**src/rtl/seg_pkg.sv**
```systemverilog
// Shared constants for the seven-segment scan driver: segment bit positions,
// the all-dark pattern and active-low glyphs (bit order g..a).
package seg_pkg;

    localparam int SEG_A      = 0;
    localparam int SEG_G      = 6;
    localparam int SEG_DP_BIT = 7;

    localparam logic [7:0] SEG_OFF = 8'hFF;

    typedef logic [3:0] seg_code_t;
    typedef logic [6:0] seg_glyph_t;

    localparam seg_glyph_t GLYPH_0 = 7'h40;
    localparam seg_glyph_t GLYPH_1 = 7'h79;
    localparam seg_glyph_t GLYPH_2 = 7'h24;
    localparam seg_glyph_t GLYPH_3 = 7'h30;
    localparam seg_glyph_t GLYPH_4 = 7'h19;
    localparam seg_glyph_t GLYPH_5 = 7'h12;
    localparam seg_glyph_t GLYPH_6 = 7'h02;
    localparam seg_glyph_t GLYPH_7 = 7'h78;
    localparam seg_glyph_t GLYPH_8 = 7'h00;
    localparam seg_glyph_t GLYPH_9 = 7'h10;
    localparam seg_glyph_t GLYPH_A = 7'h08;
    localparam seg_glyph_t GLYPH_B = 7'h03;
    localparam seg_glyph_t GLYPH_C = 7'h46;
    localparam seg_glyph_t GLYPH_D = 7'h21;
    localparam seg_glyph_t GLYPH_E = 7'h06;
    localparam seg_glyph_t GLYPH_F = 7'h0E;

    // Shown for non-decimal codes when hex glyphs are not built in.
    localparam seg_glyph_t GLYPH_ERR = GLYPH_E;

endpackage

```
**src/rtl/seg_glyph_decode.sv**
```systemverilog
// Combinational code-to-glyph map (active low, g..a).
// Define SEG_HEX_EN to show A b C d E F for codes 10..15; otherwise they show E.
module seg_glyph_decode
    import seg_pkg::*;
(
    input  logic [3:0] i_code,
    output logic [6:0] o_glyph
);

    always_comb begin
        o_glyph = GLYPH_ERR;
        case (i_code)
            4'd0: o_glyph = GLYPH_0;
            4'd1: o_glyph = GLYPH_1;
            4'd2: o_glyph = GLYPH_2;
            4'd3: o_glyph = GLYPH_3;
            4'd4: o_glyph = GLYPH_4;
            4'd5: o_glyph = GLYPH_5;
            4'd6: o_glyph = GLYPH_6;
            4'd7: o_glyph = GLYPH_7;
            4'd8: o_glyph = GLYPH_8;
            4'd9: o_glyph = GLYPH_9;
`ifdef SEG_HEX_EN
            4'd10: o_glyph = GLYPH_A;
            4'd11: o_glyph = GLYPH_B;
            4'd12: o_glyph = GLYPH_C;
            4'd13: o_glyph = GLYPH_D;
            4'd14: o_glyph = GLYPH_E;
            4'd15: o_glyph = GLYPH_F;
`else
            default: o_glyph = GLYPH_ERR;
`endif
        endcase
    end

endmodule

```
**src/rtl/seg_scan_driver.sv**
```systemverilog
// Multiplexed seven-segment driver: prescaled 16-phase PWM per digit, frame latch,
// leading-zero blanking. Optional hex glyphs via SEG_HEX_EN (see seg_glyph_decode).
module seg_scan_driver
    import seg_pkg::*;
#(
    parameter int NUM_DIGITS = 4,
    parameter int SCAN_DIV   = 1000
) (
    input  logic                    clk,
    input  logic                    rst,
    input  logic [4*NUM_DIGITS-1:0] bcd_input,
    input  logic [NUM_DIGITS-1:0]   dp_input,
    input  logic [3:0]              brightness,
    input  logic                    blank,
    input  logic                    lzb_en,
    output logic [7:0]              segment_outputs,
    output logic [NUM_DIGITS-1:0]   anode_select,
    output logic                    frame_start
);

    localparam int DW = (NUM_DIGITS > 1) ? $clog2(NUM_DIGITS) : 1;
    localparam int PW = (SCAN_DIV > 1) ? $clog2(SCAN_DIV) : 1;
    localparam logic [DW-1:0] LAST_DIGIT = DW'(NUM_DIGITS - 1);
    localparam logic [PW-1:0] LAST_PRESC = PW'(SCAN_DIV - 1);

    logic [PW-1:0]           r_presc;
    logic [3:0]              r_phase;
    logic [DW-1:0]           r_digit;
    logic                    r_need_latch;
    logic [4*NUM_DIGITS-1:0] r_bcd;
    logic [NUM_DIGITS-1:0]   r_dp;
    logic [3:0]              r_bright;
    logic                    r_lzb;
    logic [7:0]              r_seg;
    logic [NUM_DIGITS-1:0]   r_anode;
    logic                    r_frame_start;

    logic                    w_tick;
    logic                    w_wrap;
    logic                    w_latch;
    logic [3:0]              w_code;
    logic [6:0]              w_glyph;
    logic [7:0]              w_seg;
    logic [NUM_DIGITS-1:0]   w_lzb_dark;
    logic                    w_zero_run;
    logic                    w_lit;

    assign w_tick  = (r_presc == LAST_PRESC);
    assign w_wrap  = w_tick && (r_phase == 4'hF) && (r_digit == LAST_DIGIT);
    assign w_latch = r_need_latch || w_wrap;

    // The first cycle after reset only latches the frame; scanning starts after it.
    always_ff @(posedge clk or posedge rst) begin
        if (rst) begin
            r_presc      <= '0;
            r_phase      <= '0;
            r_digit      <= '0;
            r_need_latch <= 1'b1;
        end else if (r_need_latch) begin
            r_need_latch <= 1'b0;
        end else begin
            r_presc <= w_tick ? '0 : r_presc + 1'b1;
            if (w_tick) begin
                r_phase <= r_phase + 1'b1;
                if (r_phase == 4'hF) begin
                    r_digit <= (r_digit == LAST_DIGIT) ? '0 : r_digit + 1'b1;
                end
            end
        end
    end

    always_ff @(posedge clk or posedge rst) begin
        if (rst) begin
            r_bcd         <= '0;
            r_dp          <= '0;
            r_bright      <= '0;
            r_lzb         <= 1'b0;
            r_frame_start <= 1'b0;
        end else begin
            r_frame_start <= w_latch;
            if (w_latch) begin
                r_bcd    <= bcd_input;
                r_dp     <= dp_input;
                r_bright <= brightness;
                r_lzb    <= lzb_en;
            end
        end
    end

    // A digit is dark under blanking when it and every higher digit hold code 0.
    always_comb begin
        w_zero_run = 1'b1;
        w_lzb_dark = '0;
        for (int k = NUM_DIGITS - 1; k >= 0; k--) begin
            w_zero_run    = w_zero_run && (r_bcd[4*k +: 4] == 4'h0);
            w_lzb_dark[k] = w_zero_run && (k != 0);
        end
    end

    assign w_code = r_bcd[{r_digit, 2'b00} +: 4];

    seg_glyph_decode u_decode (
        .i_code  (w_code),
        .o_glyph (w_glyph)
    );

    always_comb begin
        w_seg             = SEG_OFF;
        w_seg[SEG_G:SEG_A] = w_glyph;
        w_seg[SEG_DP_BIT] = ~r_dp[r_digit];
    end

    assign w_lit = !r_need_latch && !blank && (r_phase <= r_bright)
                   && !(r_lzb && w_lzb_dark[r_digit]);

    always_ff @(posedge clk or posedge rst) begin
        if (rst) begin
            r_seg   <= SEG_OFF;
            r_anode <= '0;
        end else begin
            r_seg   <= w_lit ? w_seg : SEG_OFF;
            r_anode <= w_lit ? (NUM_DIGITS'(1) << r_digit) : '0;
        end
    end

    assign segment_outputs = r_seg;
    assign anode_select    = r_anode;
    assign frame_start     = r_frame_start;

endmodule

```
**config.mk**
```make
export PLATFORM = sky130hd
export DESIGN_NAME = seg_scan_driver
export DESIGN_NICKNAME = d
export VERILOG_FILES = /design/src/rtl/seg_pkg.sv /design/src/rtl/seg_glyph_decode.sv /design/src/rtl/seg_scan_driver.sv
export SDC_FILE = /design/constraint.sdc
export NUM_CORES = 1
export LEC_CHECK = 0
export CAP_MARGIN = 20
export CORE_MARGIN = 4
export CORE_UTILIZATION = 54
export DETAILED_ROUTE_END_ITERATION = 6
export GPL_TIMING_DRIVEN = 0
export PLACE_DENSITY = 0.88
export SYNTH_ARGS = -nofsm -noshare
export SYNTH_HDL_FRONTEND = slang
export SYNTH_SLANG_ARGS = --single-unit
```
**constraint.sdc**
```tcl
create_clock -name clk -period 6 [get_ports clk]
set_input_delay 1.2 -clock clk [delete_from_list [all_inputs] [get_ports clk]]
set_output_delay 1.2 -clock clk [all_outputs]
set_load 0.02 [all_outputs]
```
---- After elaboration in Yosys (flattened, before gate mapping) ----
Memory sizes are Yosys's and may differ from the RTL's.
Cells that the tools add are included.
storage, ports and cells
  input port bits ......................... 28
  memories ................................ 1
  bits in read-only memories .............. 112
  flip-flop bits (word level) ............. 55
  output and inout bits ................... 13
memory list
  memory            depth  width  rd ports  clocked after memory_dff  write ports  RTL line                source
  (name not given)  16     7      1         0                         0            seg_glyph_decode.sv:12  case (i_code)
operators by class
  magnitude comparators ................... 2
  equal/unequal tests ..................... 3
  shift-type cells ........................ 2
  muxes and demuxes ....................... 8
  add/subtract/negate cells ............... 3
  bitwise operators ....................... 2
  reduce and logical (&&, ||, !) cells .... 17
operators by type and width
  cell                   count
  $shiftx 16x5->4        1
  $logic_not 4->1        3
  $add 10x1->10 const B  1
  $eq 10x10->1 const B   1
  $mux 10                1
  $logic_and 1x1->1      8
  $mux 8                 1
  $add 4x1->4 const B    1
  $bmux 1 s2             2
  $eq 4x4->1 const B     1
  $le 4x4->1             1
  $mux 4                 1
  $shl 1x2->4 const A    1
  $logic_not 1->1        3
  $lt 2x3->1 const B     1
  $reduce_and 3->1       1
  $add 2x1->2 const B    1
  $eq 2x2->1 const B     1
  $mux 1                 2
  $mux 2                 1
  $not 1->1              2
  $reduce_and 2->1       1
  $logic_or 1x1->1       1

---- Depth between registers and ports, before layout ----
  depth after elaboration ................. 9
  mapped depth ............................ 7
  depth with buffers taken out ............ 6

---- Cells and area by module ----
Synthesis repeated with hierarchy kept, for this count alone.
unflattened totals
  cell total of the unflattened synthesis .. 217
  area, all modules ....................... 2807.7 um2
modules (own cells, without submodules)
  module            instances  area each (um2)  sequential area each (um2)  cells an instance
  seg_scan_driver   1          2616.3           1387.6                      190
  seg_glyph_decode  1          191.4            0.0                         27

---- Worst setup path before layout ----
OpenSTA, ideal clock, no wires.
  path kind ............................... input to register
  from .................................... input port blank
  to ...................................... register r_anode[1] (netlist: anode_select[1])
  setup slack ............................. 4.118 ns
  path buffers ............................ 1
  stages on the path ...................... 4
  arrival ................................. 1.816 ns
  path through ............................ nor2_1 -> o221a_2 -> clkbuf_1 -> and2_1
between the ends
  word-level cells in the longest chain between the ends .. 5
RTL lines
  element                         RTL line                source
  start: declaration              seg_scan_driver.sv:14   input logic blank,
  $logic_not 1->1                 seg_scan_driver.sv:113  assign w_lit = !r_need_latch && !blank && (r_phase <= r_bright)
  $logic_and 1x1->1 (2 in a row)  seg_scan_driver.sv:113
  $logic_and 1x1->1               seg_scan_driver.sv:114  && !(r_lzb && w_lzb_dark[r_digit]);
  $mux 4                          seg_scan_driver.sv:122  r_anode <= w_lit ? (NUM_DIGITS'(1) << r_digit) : '0;
  end signal: assignment          seg_scan_driver.sv:122
  end: declaration                seg_scan_driver.sv:35   logic [NUM_DIGITS-1:0] r_anode;
Every way passes these cells.
A chain may end at the register's enable or synchronous reset.

---- Worst setup path in the final report ----
  from .................................... register r_seg[5] (netlist: segment_outputs[5])
  to ...................................... output port segment_outputs[5]
RTL lines
  element                   RTL line                source
  start: declaration        seg_scan_driver.sv:34   logic [7:0] r_seg;
  start signal: assignment  seg_scan_driver.sv:121  r_seg <= w_lit ? w_seg : SEG_OFF;
  end: declaration          seg_scan_driver.sv:16   output logic [7:0] segment_outputs,
No word-level cell between the ends.

==> metrics.txt <==
status=complete, no violations; asr flop ratio synth=1.00; Layout area overhead=22.1%; # DRC=0; Slew headroom=0.550; Slew @ Worst Pin=0.671 ns; vias per inst=5.32; fin crit share=0.439; CTS tree=done; count leader, synth=dfrtp_1; filler cell count=354; RSZ-0062 raised after global routing=no; Final Util=0.695; CP Class=reg -> out; clk slew on worst S/H paths=0.09 ns; final net count=299; top post-synthesis cells by count=dfrtp_1 (46), mux2_4 (17), ha_1 (15), nand2_1 (12); fmax=0.379 GHz; Max Clock Skew=0.00837 ns; R2R setup slack=3.85 ns; worst r2r dst=r_bcd[3]; hold_sp=r_bcd[1]; RD Place Congestion=0.796; syn_area_per_cell=13.2 um^2; FP Rows=25; Final Slew Violations=0; Sink Count=55; Reg-to-Reg Start=r_presc[0]; FF+latch count, synth=55; diode count=0; routed len/inst=15.4 um; worst-path fanout max=1; EDFF count, synth=0; FF+latch area=1390 um^2; Core Region=4820 um^2; synth top area cells=dfrtp_1 (42%), mux2_4 (9.3%), dfstp_2 (8.6%), ha_1 (6.8%), mux4_2 (4.1%); GRT Resource Usage Total=0.171; wire length after detailed routing=4.97 mm; Crit. End Element=output pin; Crit path depth=1; top_reg_cell synth=dfrtp_1; Vias=1717; area leader, netlist=dfrtp_1; Hold Crit Class=reg -> reg; DR pass1 iterations=4; post-route ant nets=0; top cell type's share of synthesized area=0.420; Pleak=1.49 nW; Post-Synthesis Cells=208; Setup TNS=0 ns; vias in the first global route=1835; Final setup viols=0; H-tree Lvls=2; die span in x=79.3 um; synthesized area=2740 um^2; Final min period=2.64 ns; hold buffers post-CTS=0; CTS Buf Count=5; Yosys cell types=44; Max Buffers Root-to-Sink=2; critical-path cell list=clkdlybuf4s50_1; Data required, critical path=4.80 ns; crit path to=segment_outputs[5]; grt total ovfl=0; CP top delay family=buffers and inverters; Hold Violations, Final=0; port bufs=40; die height=79.3 um; P per Cell Area=248 nW/um^2; Top Ports=41; post-CTS resize count=0; peak supply drop=0.128 mV; share of cells above drive strength 1=0.234; initial antenna violation count=0; synth warn=0; Worst Path Buf+Inv=1; area of the multi-input gates=1230 um^2; initial core utilization=0.569; first-pass GRT wire length=8.39 mm; Post-CTS Setup Inserts=0; worst skew pair latency=0.30 ns; Slowest-stage cell, CP=clkdlybuf4s50_1; # Max-Cap Violations=0; DRT iter0 DRCs=70; largest net degree at the start of global routing=39; sequential area share after synthesis=0.506; crit path launch type=flip-flop; HPWL after detailed placement=3.88 mm; syn nets=251; Root Buffer Master=clkbuf_8; CP Launch Point=segment_outputs[5]; WP data arrival=1.44 ns; R2R cell count=7; die area=6280 um^2; Crit path largest cell delay=0.61 ns
==> power by group <==
part           leakage [nW]  total (W)  switching, W  internal, W
combinational         0.772   0.000141     0.0000593    0.0000813
clock                0.0513   0.000236      0.000113     0.000123
sequential            0.668   0.000455     0.0000417     0.000413
==> cells by family after synthesis <==
logic type,after synthesis,share of synthesized area
buffers and inverters,19,0.0443
adders and majority gates,15,0.0685
AOI/OAI and AO/OA,23,0.0520
xor gates and xnor gates,9,0.0288
muxes,33,0.179
other,1,0.00137
DFF,55,0.506
and+or+nand+nor,53,0.120
==> flip-flops by register name, indices dropped and copies added, names as in the netlist <==
signal	flops
segment_outputs	8
frame_start	1
r_need_latch	1
r_digit	2
r_phase	4
r_dp	4
anode_select	4
r_bcd	16
r_presc	10
r_lzb	1
r_bright	4
==> placed cells by master, fill, tap and decap left out, types with 9 or more instances in the layout <==
master,Yosys,layout
mux2_4,17,17
nand2_1,12,12
o21ai_0,11,11
ha_1,15,15
dfstp_2,9,9
nor2_1,9,9
inv_1,11,10
dfrtp_1,46,46
clkdlybuf4s50_1,0,40
==> through the flow <==
stage / power, W / setup WS [ns] / hold slack, ns / instance area (um^2) / instances
after floorplan: 0.000546 / 3.47 / 0.453 / 2740 / 208
after global placement: 0.000592 / 2.54 / 0.467 / 3230 / 315
after detailed placement: 0.000603 / 3.48 / 0.477 / 3250 / 316
after CTS: 0.000836 / 3.35 / 0.499 / 3350 / 323
after global routing: 0.000869 / 3.33 / 0.521 / 3350 / 323
final: 0.000831 / 3.36 / 0.494 / 3350 / 323
==> layout make-up <==
| cell class | count | area share |
|---|---|---|
| Clock buffer | 6 | 0.0217 |
| Timing Repair Buffer | 41 | 0.126 |
| Buffer | 8 | 0.0239 |
| Inverter | 11 | 0.0123 |
| Sequential cell | 55 | 0.414 |
| Tap cell | 67 | 0.0250 |
| Multi-Input combinational cell | 134 | 0.368 |
| Clock inverter | 1 | 0.00897 |
==> worst min-delay path by stage <==
stage / end / slack [ns] / cells past startpoint
final: r_bcd[1] / 0.49 / 1
after floorplan: r_bcd[1] / 0.45 / 1
after global placement: r_bcd[1] / 0.47 / 1
after CTS: r_bcd[3] / 0.50 / 1
after global routing: r_bcd[3] / 0.52 / 1
after detailed placement: r_bcd[3] / 0.48 / 1
==> layer usage <==
metal	vias up	part of all wire	global-route usage
met5	-	0	0
met4	0	0.014	0.0584
met3	7	0.036	0.0272
met2	44	0.51	0.290
met1	846	0.43	0.224
li1	820	-	-
Power figures use the tool's default switching activity.
